==> config.mk <==
export PLATFORM = sky130hd
export DESIGN_NAME = eth_txc_framer
export DESIGN_NICKNAME = d
export VERILOG_FILES = /design/src/rtl/eth_txc_pkg.sv /design/src/rtl/axis_skid_reg.sv /design/src/rtl/eth_txc_framer.sv
export SDC_FILE = /design/constraint.sdc
export NUM_CORES = 1
export LEC_CHECK = 0
export CAP_MARGIN = 0
export CELL_PAD_IN_SITES_DETAIL_PLACEMENT = 2
export CELL_PAD_IN_SITES_GLOBAL_PLACEMENT = 2
export CORE_ASPECT_RATIO = 1.2
export CORE_MARGIN = 4
export CORE_UTILIZATION = 29
export DETAILED_ROUTE_END_ITERATION = 6
export PLACE_DENSITY_LB_ADDON = 0.1
export SLEW_MARGIN = 20
export SYNTH_ARGS = -nofsm -noshare
export SYNTH_HDL_FRONTEND = slang
export SYNTH_SLANG_ARGS = --single-unit
export TNS_END_PERCENT = 5
==> constraint.sdc <==
create_clock -name aclk -period 5 [get_ports aclk]
set_input_delay 1 -clock aclk [delete_from_list [all_inputs] [get_ports aclk]]
set_output_delay 1 -clock aclk [all_outputs]
set_load 0.02 [all_outputs]
==> src/rtl/eth_txc_pkg.sv <==
// Shared types and constants for the Ethernet TX control-word framer.
`timescale 1ns/1ps
package eth_txc_pkg;

    typedef enum logic [1:0] {
        IDLE,
        SEND_CTRL,
        STREAM,
        DRAIN
    } state_t;

    localparam logic [31:0] TXC_FLAG_NORMAL = 32'hA000_0000;

    localparam logic [1:0] CSUM_OFF     = 2'd0;
    localparam logic [1:0] CSUM_PARTIAL = 2'd1;
    localparam logic [1:0] CSUM_FULL    = 2'd2;

    function automatic logic [31:0] txc_word(
        input logic [3:0]  idx,
        input logic [1:0]  mode,
        input logic [15:0] start,
        input logic [15:0] insert,
        input logic [15:0] init
    );
        logic [31:0] w;
        case (idx)
            4'd0:    w = TXC_FLAG_NORMAL;
            4'd1:    w = {30'b0, mode};
            4'd2:    w = {start, insert};
            4'd3:    w = {16'b0, init};
            default: w = 32'b0;
        endcase
        return w;
    endfunction

endpackage

==> src/rtl/axis_skid_reg.sv <==
// Two-entry registered AXI-Stream slice: full throughput, one cycle latency,
// every output driven straight from a flop.
`timescale 1ns/1ps
module axis_skid_reg #(
    parameter int DATA_W = 32
) (
    input  logic                i_clk,
    input  logic                i_rst,
    input  logic [DATA_W-1:0]   i_s_tdata,
    input  logic [DATA_W/8-1:0] i_s_tkeep,
    input  logic                i_s_tvalid,
    input  logic                i_s_tlast,
    output logic                o_s_tready,
    output logic [DATA_W-1:0]   o_m_tdata,
    output logic [DATA_W/8-1:0] o_m_tkeep,
    output logic                o_m_tvalid,
    output logic                o_m_tlast,
    input  logic                i_m_tready,
    output logic                o_busy
);

    logic [DATA_W-1:0]   r_m_data,  r_sk_data;
    logic [DATA_W/8-1:0] r_m_keep,  r_sk_keep;
    logic                r_m_last,  r_sk_last;
    logic                r_m_valid, r_sk_valid;
    logic                r_s_ready;

    logic w_s_hs;
    logic w_m_adv;
    logic w_sk_nxt;

    assign w_s_hs   = i_s_tvalid && r_s_ready;
    assign w_m_adv  = !r_m_valid || i_m_tready;
    assign w_sk_nxt = w_m_adv ? 1'b0 : (r_sk_valid || w_s_hs);

    always_ff @(posedge i_clk) begin
        if (i_rst) begin
            r_m_valid  <= 1'b0;
            r_sk_valid <= 1'b0;
            r_s_ready  <= 1'b0;
        end else begin
            if (w_m_adv) begin
                r_m_valid <= r_sk_valid || w_s_hs;
            end
            r_sk_valid <= w_sk_nxt;
            // ready falls the cycle after the skid entry fills
            r_s_ready  <= !w_sk_nxt;
        end
    end

    always_ff @(posedge i_clk) begin
        if (w_m_adv) begin
            if (r_sk_valid) begin
                r_m_data <= r_sk_data;
                r_m_keep <= r_sk_keep;
                r_m_last <= r_sk_last;
            end else if (w_s_hs) begin
                r_m_data <= i_s_tdata;
                r_m_keep <= i_s_tkeep;
                r_m_last <= i_s_tlast;
            end
        end else if (w_s_hs) begin
            r_sk_data <= i_s_tdata;
            r_sk_keep <= i_s_tkeep;
            r_sk_last <= i_s_tlast;
        end
    end

    assign o_s_tready = r_s_ready;
    assign o_m_tdata  = r_m_data;
    assign o_m_tkeep  = r_m_keep;
    assign o_m_tvalid = r_m_valid;
    assign o_m_tlast  = r_m_last;
    assign o_busy     = r_m_valid || r_sk_valid;

endmodule

==> src/rtl/eth_txc_framer.sv <==
// Prefixes each TX frame with a TXC_WORDS control stream, then forwards it.
// Define ETH_TXC_CSUM_EN to carry checksum-offload fields in words 1..3.
`timescale 1ns/1ps
module eth_txc_framer
    import eth_txc_pkg::*;
#(
    parameter int DATA_W    = 32,
    parameter int TXC_WORDS = 6,
    parameter int CNT_W     = 32
) (
    input  logic                aclk,
    input  logic                areset,
    input  logic [1:0]          cfg_csum_mode,
    input  logic [15:0]         cfg_csum_start,
    input  logic [15:0]         cfg_csum_insert,
    input  logic [15:0]         cfg_csum_init,
    input  logic [DATA_W-1:0]   s_axis_tdata,
    input  logic [DATA_W/8-1:0] s_axis_tkeep,
    input  logic                s_axis_tvalid,
    input  logic                s_axis_tlast,
    output logic                s_axis_tready,
    output logic [DATA_W-1:0]   m_axis_tdata,
    output logic [DATA_W/8-1:0] m_axis_tkeep,
    output logic                m_axis_tvalid,
    output logic                m_axis_tlast,
    input  logic                m_axis_tready,
    output logic [31:0]         m_axis_txc_data,
    output logic [3:0]          m_axis_txc_keep,
    output logic                m_axis_txc_valid,
    output logic                m_axis_txc_last,
    input  logic                m_axis_txc_ready,
    output logic [CNT_W-1:0]    frame_count,
    output logic                busy
);

    localparam logic [3:0] LAST_IDX = 4'(TXC_WORDS - 1);

    state_t           r_state, w_state_nxt;
    logic [3:0]       r_idx;
    logic [CNT_W-1:0] r_frame_cnt;

    logic w_txc_hs, w_txc_end, w_src_hs, w_m_end;
    logic w_skid_rdy, w_skid_busy, w_skid_vin;
    logic w_m_tvalid, w_m_tlast;
    logic [1:0]  w_mode;
    logic [15:0] w_start, w_insert, w_init;

`ifdef ETH_TXC_CSUM_EN
    logic [1:0]  r_mode;
    logic [15:0] r_start, r_insert, r_init;

    // shadow copy taken as the frame is announced
    always_ff @(posedge aclk) begin
        if (areset) begin
            r_mode   <= CSUM_OFF;
            r_start  <= 16'b0;
            r_insert <= 16'b0;
            r_init   <= 16'b0;
        end else if (r_state == IDLE && s_axis_tvalid) begin
            r_mode   <= cfg_csum_mode;
            r_start  <= cfg_csum_start;
            r_insert <= cfg_csum_insert;
            r_init   <= cfg_csum_init;
        end
    end

    assign w_mode   = r_mode;
    assign w_start  = r_start;
    assign w_insert = r_insert;
    assign w_init   = r_init;
`else
    logic w_cfg_unused;
    assign w_cfg_unused = ^{cfg_csum_mode, cfg_csum_start,
                            cfg_csum_insert, cfg_csum_init};
    assign w_mode   = 2'b0;
    assign w_start  = 16'b0;
    assign w_insert = 16'b0;
    assign w_init   = 16'b0;
`endif

    assign w_txc_hs   = (r_state == SEND_CTRL) && m_axis_txc_ready;
    assign w_txc_end  = w_txc_hs && (r_idx == LAST_IDX);
    assign w_skid_vin = s_axis_tvalid && (r_state == STREAM);
    assign w_src_hs   = s_axis_tvalid && s_axis_tready;
    assign w_m_end    = w_m_tvalid && m_axis_tready && w_m_tlast;

    always_comb begin
        w_state_nxt = r_state;
        unique case (r_state)
            IDLE:      if (s_axis_tvalid) w_state_nxt = SEND_CTRL;
            SEND_CTRL: if (w_txc_end) w_state_nxt = STREAM;
            STREAM:    if (w_src_hs && s_axis_tlast) w_state_nxt = DRAIN;
            DRAIN:     if (w_m_end) w_state_nxt = IDLE;
            default:   w_state_nxt = IDLE;
        endcase
    end

    always_ff @(posedge aclk) begin
        if (areset) begin
            r_state     <= IDLE;
            r_idx       <= 4'd0;
            r_frame_cnt <= '0;
        end else begin
            r_state <= w_state_nxt;
            if (r_state == IDLE) begin
                r_idx <= 4'd0;
            end else if (w_txc_hs) begin
                r_idx <= r_idx + 4'd1;
            end
            if (w_m_end) begin
                r_frame_cnt <= r_frame_cnt + 1'b1;
            end
        end
    end

    axis_skid_reg #(
        .DATA_W (DATA_W)
    ) u_skid (
        .i_clk      (aclk),
        .i_rst      (areset),
        .i_s_tdata  (s_axis_tdata),
        .i_s_tkeep  (s_axis_tkeep),
        .i_s_tvalid (w_skid_vin),
        .i_s_tlast  (s_axis_tlast),
        .o_s_tready (w_skid_rdy),
        .o_m_tdata  (m_axis_tdata),
        .o_m_tkeep  (m_axis_tkeep),
        .o_m_tvalid (w_m_tvalid),
        .o_m_tlast  (w_m_tlast),
        .i_m_tready (m_axis_tready),
        .o_busy     (w_skid_busy)
    );

    assign s_axis_tready    = (r_state == STREAM) && w_skid_rdy;
    assign m_axis_tvalid    = w_m_tvalid;
    assign m_axis_tlast     = w_m_tlast;
    assign m_axis_txc_valid = (r_state == SEND_CTRL);
    assign m_axis_txc_data  = txc_word(r_idx, w_mode, w_start, w_insert, w_init);
    assign m_axis_txc_last  = (r_state == SEND_CTRL) && (r_idx == LAST_IDX);
    assign m_axis_txc_keep  = 4'hF;
    assign frame_count      = r_frame_cnt;
    assign busy             = (r_state != IDLE) || w_skid_busy;

endmodule

After elaboration in Yosys (flattened, before gate mapping)
Index checks and enable logic that the tools add are counted.

Bits in registers: 115.

$add $sub $neg: 2. Equality and inequality tests: 8. Muxes and demuxes: 13. Bitwise gates (word level): 1. Reduce and logical (&&, ||, !) cells: 24.

Operator list (number): $mux W32 (3); $add A32 B1 Y32 const B (1); $logic_and A1 B1 Y1 (10); $mux W2 (4); $mux W4 (2); $pmux W2 S4 (1); $ne A2 B2 Y1 const B (3); $add A4 B1 Y4 const B (1); $eq A2 B2 Y1 const B (2); $eq A4 B3 Y1 const B (1); $logic_not A4 Y1 (1); $logic_or A1 B1 Y1 (4); $reduce_and A2 Y1 (2); $reduce_and A4 Y1 (1); $reduce_bool A2 Y1 (2); $mux W1 (3); $eq A2 B1 Y1 const B (1); $logic_not A1 Y1 (2); $logic_not A2 Y1 (1); $ne A2 B1 Y1 const B (1); $reduce_or A2 Y1 (1); $not A1 Y1 (1).

Depth between registers and ports, before layout
Gate-level depths: netlist of the first run.

Word-level depth: 6. Depth in mapped cells: 7. Gate-level depth less buffers: 6.

Hierarchy
Synthesis of the first run repeated with hierarchy kept, for this count alone.

Cells, all modules: 388. Area, all modules: 5039.8 um^2.

Modules (own cells, without submodules): axis_skid_reg (times used 1, cells each 127, area each 2824.0 um^2, seq. area each 2282.2 um^2); eth_txc_framer (times used 1, cells each 261, area each 2215.9 um^2, seq. area each 760.7 um^2).

Worst setup path before layout of the first run
No wires, ideal clock.

Path kind: input to register. From: input port m_axis_tready. To: register u_skid.r_m_data[0], in the netlist u_skid.o_m_tdata[0], enable pin. Setup time: 435 ps. Arrival: 2854 ps. Path slack: 1711 ps. Stages: 2. Buffers on the path: 0. Cells stage by stage: nand2b_1 -> nor2b_1.

Word-level cells in the longest chain between the ends: 2.

Ends and longest elaborated chain: start: declaration (line eth_txc_framer.sv:26) `input logic m_axis_tready,`; $logic_or A1 B1 Y1 (line axis_skid_reg.sv:33) `assign w_m_adv = !r_m_valid || i_m_tready;`; $reduce_and A2 Y1 (no line); end signal: assignment (line axis_skid_reg.sv:54) `r_m_data <= r_sk_data;`; end signal: assignment (line axis_skid_reg.sv:58) `r_m_data <= i_s_tdata;`; end: declaration (line axis_skid_reg.sv:22) `logic [DATA_W-1:0] r_m_data, r_sk_data;`.

No other way between the ends. A chain may end at the register's enable or synchronous reset.

Worst setup path after layout of the first run
From: input port m_axis_tready. To: register r_frame_cnt[22], in the netlist frame_count[22].

Word-level cells in the longest chain between the ends: 2.

Ends and longest elaborated chain: $logic_and A1 B1 Y1 (2 in series) (line eth_txc_framer.sv:85) `assign w_m_end = w_m_tvalid && m_axis_tready && w_m_tlast;`; end signal: assignment (line eth_txc_framer.sv:111) `r_frame_cnt <= r_frame_cnt + 1'b1;`; end: declaration (line eth_txc_framer.sv:40) `logic [CNT_W-1:0] r_frame_cnt;`.

No other way between the ends.

==> metrics.csv, run 1 <==
metric,value,unit
CTS Sinks,115,
Non-Filler Instances,739,
first-pass GRT wire length,20300,um
die area,19200,um2
PostCTS Resize Cnt,0,
I/O pins,202,
Worst setup EP type,register,
Cells after DPL,707,
Worst Max-Slew Pin Slew,780,ps
Yosys cell types,43,
hold-critical path endpoint,frame_count[31],
Total Wirelength,12700,um
All-Layer GR Usage,0.135,
worst r2r src,frame_count[13],
fin crit share,0.644,
via count,3446,
post-CTS setup buffer count,0,
Slew HR,0.478,
layout cell share with drive strength beyond 1,0.157,
Lkg Pwr,2.28,nW
GRT overflow,0,
count of final setup violators,0,
minimum clock period,3220,ps
n_diodes,0,
port bufs,117,
Rows,52,
synthesized area,4950,um2
chip height,151,um
WL/cell,17.2,um
Worst Hold Depth,2,
Pre-antenna DRT Iters,4,
"Slew Viols, Final",0,
hold path startpoint,frame_count[31],
Tot Pwr,2.61,mW
Peak VDD IR,0.239,mV
crit-path cells,clkdlybuf4s50_1 > nand3_1 > or4_1 > or4_1 > a21oi_1,
CP peak stage delay,960,ps
1st-iter DRT viols,92,
hold_buf cts,0,
clk root buf,clkbuf_16,
reg2reg end,frame_count[28],
Initial Util,0.295,
Seq cells post-synth,115,
R2R cell count,4,
most numerous cell on the critical path,or4_1,
Max Fanout on Critical Path,19,
P per Cell Area,380,nW/um2
fin util,0.410,
critical path buffer and inverter count,1,
initial antenna violation count,0,
kind of start point of the critical path,input pin,
Mapped Avg Cell Area,12.7,um2
Synthesis Warnings,0,
status,"complete, no violations",
stages on the worst setup path,5,
CTS tree,done,
post-route ant nets,0,
detailed-placement wirelength estimate,8830,um
Fillers,1755,
Skew-Pair Late Insertion Delay,420,ps
clock transition time at the flip-flop clock pins of the worst setup and hold paths,50,ps
CTS H-tree depth,4,
RSZ-0062 raised after global routing,false,
worst path required time,5340,ps
CTS Buf Count,17,
Max clock buf depth,2,
die width,127,um
family with the most delay on the worst path,simple AND/OR/NAND/NOR gates,
clock skew,11.2,ps
flop-to-flop setup slack,2360,ps
DRC viols,0,
Hold Path Class,reg2reg,
vias in the first global route,3724,
gp weighted congestion,0.749,
"most common cell after layout, fill and taps aside",clkdlybuf4s50_1,
area grow syn2layout,39.2,%
async set-reset flop share out of synthesis,0,
MaxCap Viol Count,0,
"Slowest-stage cell, CP",or4_1,
Max Clk Rate,310,MHz
"commonest cells after routing, fill and taps aside","117 x clkdlybuf4s50_1, 74 x edfxtp_1, 40 x dfxtp_1",
"Hold Vio Cnt, Final",0,
final net count,610,
largest net degree at the start of global routing,42,
CORE AREA,16800,um2
TNS Setup,0,ps
CP arrival,3560,ps
CP Class,in2reg,
Post-synth EDFFs,74,
"Seq/Total Area, Yosys",0.615,
Post-Syn Instances,389,
Post-synth top flop,edfxtp_1,
Via-to-Cell Ratio,4.66,
[logic make-up after synthesis]
group,after synthesis,share of synthesized area
AOI/OAI and AO/OA,51,0.0617
xor gates and xnor gates,13,0.0230
adders and majority gates,8,0.0202
buffers and inverters,59,0.0731
DFF,115,0.615
muxes,38,0.0862
other,2,0.00152
and+or+nand+nor,103,0.119
[layout make-up]
type | count | area (um2) | share of cell area
Clock buffer | 17 | 425 | 0.0618
Sequential cell | 115 | 3040 | 0.442
Tap cell | 216 | 270 | 0.0393
Multi-Input combinational cell | 247 | 1680 | 0.244
Inverter | 7 | 26.3 | 0.00382
Clock inverter | 15 | 193 | 0.0280
Timing Repair Buffer | 122 | 1250 | 0.181
[how the worst max path moves through the flow]
| stage | startpoint | to | slack, ps |
|---|---|---|---|
| CTS | m_axis_tready | frame_count[22] | 1740 |
| global placement | m_axis_tready | frame_count[18] | 1370 |
| floorplan | m_axis_tready | u_skid.o_m_tdata[0] | 1710 |
| detailed placement | m_axis_tready | frame_count[22] | 1290 |
| finish | m_axis_tready | frame_count[22] | 1780 |
| global route | m_axis_tready | frame_count[22] | 1550 |
[worst reg2reg max path: cells and delay by family (launching register included)]
kind | cells | cell delay [ps]
flops | 1 | 420
simple gates | 3 | 1980
compound gates | 1 | 150
[per-stage QoR]
step	cell area, um2	hold slack [ps]	worst slack, ps
6_report	6890	493	1780
5_1_grt	6890	530	1550
4_1_cts	6890	494	1740
3_5_place_dp	6270	485	1290
3_3_place_gp	6200	471	1370
2_1_floorplan	5070	523	1710
[flip-flops by register name, summed over array words and instances, names as in the netlist]
signal	flops
frame_count	32
u_skid.o_m_tdata	32
u_skid.r_sk_data	32
r_idx	4
u_skid.o_m_tkeep	4
u_skid.r_sk_keep	4
r_state	2
u_skid.o_m_tlast	1
u_skid.o_m_tvalid	1
u_skid.o_s_tready	1
u_skid.r_sk_last	1
u_skid.r_sk_valid	1
[Yosys cell counts, drive strengths merged, types with 2 or more instances]
| master | n | area share |
|---|---|---|
| nand2 | 17 | 0.013 |
| and4 | 2 | 0.0035 |
| dfxtp | 41 | 0.17 |
| xnor2 | 8 | 0.014 |
| xor2 | 5 | 0.0089 |
| inv | 7 | 0.0053 |
| and2 | 2 | 0.0025 |
| nand3 | 12 | 0.013 |
| nor4 | 2 | 0.0025 |
| or3 | 7 | 0.0089 |
| nor3 | 8 | 0.0081 |
| conb | 2 | 0.0015 |
| o31ai | 12 | 0.018 |
| or4 | 18 | 0.028 |
| ha | 8 | 0.020 |
| a21oi | 26 | 0.026 |
| o21ai | 8 | 0.0081 |
| clkbuf | 14 | 0.011 |
| mux2 | 37 | 0.084 |
| buf | 38 | 0.057 |
| nand4 | 10 | 0.014 |
| nor2 | 17 | 0.013 |
| edfxtp | 74 | 0.45 |
[layer usage]
layer,up-vias,track usage,part of all wire
met4,0,0.0515,0.013
met2,96,0.225,0.50
li1,1624,-,-
met1,1715,0.163,0.43
met3,11,0.0451,0.060
met5,-,0,0
[power by group]
part           total [mW]  internal, mW  switching, mW
Combinational       0.287         0.125          0.162
Sequential           1.05          1.04         0.0140
Clock                1.27         0.797          0.477
Total                2.61          1.96          0.653
No activity file was read; power rests on OpenSTA's default activity.
==> inputs of run 2 (changes only) <==
Settings changed: CORE_UTILIZATION 29 to 27.
Clock period 5 ns to 3.2 ns, I/O delays scaled along.
==> run 2 against run 1 <==
Compared with the run above: global-route usage is 0.38 points lower; cell count increased by 0.81%; combinational power up 52%; setup slack worse by 1100 ps; non-clock buffer count increased by 2; via count grew 1.2%; die area rose by 7.0%; clock power up 42%; critical path depth shrank 1; largest power group unchanged; highest routed layer unchanged.
==> metrics.csv, run 2 (same netlist as run 1, synthesis figures left out) <==
metric,value,unit,change
status,"complete, no violations",,
Skew-Pair Late Insertion Delay,420,ps,about the same
CP arrival,1910,ps,-1650 ps
All-Layer GR Usage,0.131,,-0.00380
largest net degree at the start of global routing,38,,-9.5%
Max clock buf depth,2,,unchanged
Pre-antenna DRT Iters,4,,unchanged
CTS tree,done,,
Worst setup EP type,output pin,,
post-CTS setup buffer count,0,,unchanged
RSZ-0062 raised after global routing,false,,
Initial Util,0.278,,-0.0164
gp weighted congestion,0.668,,-11%
die width,132,um,+3.4%
"most common cell after layout, fill and taps aside",clkdlybuf4s50_1,,
P per Cell Area,568,nW/um2,+50%
hold slack,497,ps,+3.39 ps
worst path required time,2560,ps,-2780 ps
worst r2r src,frame_count[0],,
CTS Sinks,115,,unchanged
port bufs,117,,unchanged
clk root buf,clkbuf_16,,
CTS H-tree depth,4,,unchanged
n_diodes,0,,unchanged
hold_buf cts,0,,unchanged
initial antenna violation count,0,,unchanged
Peak VDD IR,0.382,mV,+60%
Slew HR,0.513,,+0.0350
Tot Pwr,3.88,mW,+48%
minimum clock period,2550,ps,
flop-to-flop setup slack,870,ps,-1490 ps
reg2reg end,frame_count[18],,
Worst Max-Slew Pin Slew,728,ps,-52.5 ps
CP Class,reg2out,,
Via-to-Cell Ratio,4.68,,+0.37%
DRC viols,0,,unchanged
final net count,612,,+0.33%
count of final setup violators,0,,unchanged
MaxCap Viol Count,0,,unchanged
Non-Filler Instances,745,,+0.81%
vias in the first global route,3857,,+3.6%
GRT overflow,0,,unchanged
die area,20600,um2,+7.0%
Worst Hold Depth,2,,unchanged
chip height,156,um,+3.4%
Cells after DPL,713,,+0.85%
Total Wirelength,13200,um,+3.9%
WL/cell,17.7,um,+3.1%
Rows,53,,+1.9%
hold-critical path endpoint,frame_count[31],,
"Hold Vio Cnt, Final",0,,unchanged
TNS Setup,0,ps,unchanged
Lkg Pwr,2.26,nW,-1.2%
I/O pins,202,,unchanged
R2R cell count,6,,+2
Max Clk Rate,392,MHz,
detailed-placement wirelength estimate,8900,um,+0.86%
hold path startpoint,frame_count[31],,
Max Fanout on Critical Path,4,,-15
via count,3487,,+1.2%
1st-iter DRT viols,97,,+5.4%
kind of start point of the critical path,register,,
CTS Buf Count,17,,unchanged
PostCTS Resize Cnt,0,,unchanged
layout cell share with drive strength beyond 1,0.158,,+0.00131
Hold Path Class,reg2reg,,
"commonest cells after routing, fill and taps aside","117 x clkdlybuf4s50_1, 74 x edfxtp_1, 40 x dfxtp_1",,
clock transition time at the flip-flop clock pins of the worst setup and hold paths,60,ps,about the same
fin crit share,0.797,,
area grow syn2layout,38.1,%,
CORE AREA,17800,um2,+5.9%
post-route ant nets,0,,unchanged
"Slew Viols, Final",0,,unchanged
first-pass GRT wire length,21300,um,+4.9%
clock skew,8.87,ps,-2.35 ps
## run 2: cell types whose count changed in the layout (fill, tap and decap cells not counted), sizes merged
cell      before  now
buf            5    7
bufinv         3    1
clkinv         3    7
clkinvlp       2    3
inv           14   11
## run 2: per-layer routing
metal | GRT usage | share of wire | up-vias
met5 | 0 | 0 | -
met4 | 0.0525 | 0.014 | 0
met3 | 0.0431 | 0.044 | 14
met2 | 0.217 | 0.50 | 100
met1 | 0.160 | 0.45 | 1738
li1 | - | - | 1635
## run 2: critical path: stages (launching register included)
cell	delay, ps
dfxtp_1	330
inv_1	100
ha_1	160
nor3b_1	250
clkdlybuf4s50_1	660
## run 2: where the power goes
part | leakage (nW) | total [mW] | switching, mW | internal, mW
combinational | 0.990 | 0.436 | 0.247 | 0.189
clock | 0.268 | 1.80 | 0.728 | 1.07
sequential | 0.997 | 1.65 | 0.0216 | 1.62
## run 2: area by class of cell
| type | instances | area, um2 |
|---|---|---|
| timing repair buffer | 124 | 1250 |
| clock inverter | 15 | 133 |
| multi-input combinational | 247 | 1680 |
| tap | 220 | 275 |
| sequential | 115 | 3040 |
| fill | 1873 | 10900 |
| clock buffer | 17 | 425 |
| inverter | 7 | 26.3 |
## run 2: how the worst max path moves through the flow
| stage | from | end | slack (ps) |
|---|---|---|---|
| 2_1_floorplan | r_state[0] | u_skid.o_m_tdata[0] | 70 |
| 3_3_place_gp | m_axis_tready | frame_count[24] | 460 |
| 3_5_place_dp | m_axis_tready | frame_count[18] | 390 |
| 4_1_cts | r_state[0] | busy | 590 |
| 5_1_grt | r_idx[0] | m_axis_txc_data[29] | 490 |
| 6_report | r_idx[0] | m_axis_txc_data[31] | 650 |
## run 2: stage by stage
stage	area [um2]	utilization	setup WS [ps]
after global placement	6270	0.353	457
final	6830	0.384	649
after CTS	6830	0.384	595
after detailed placement	6270	0.353	394
after global routing	6830	0.384	490
after floorplan	5070	-	70.7
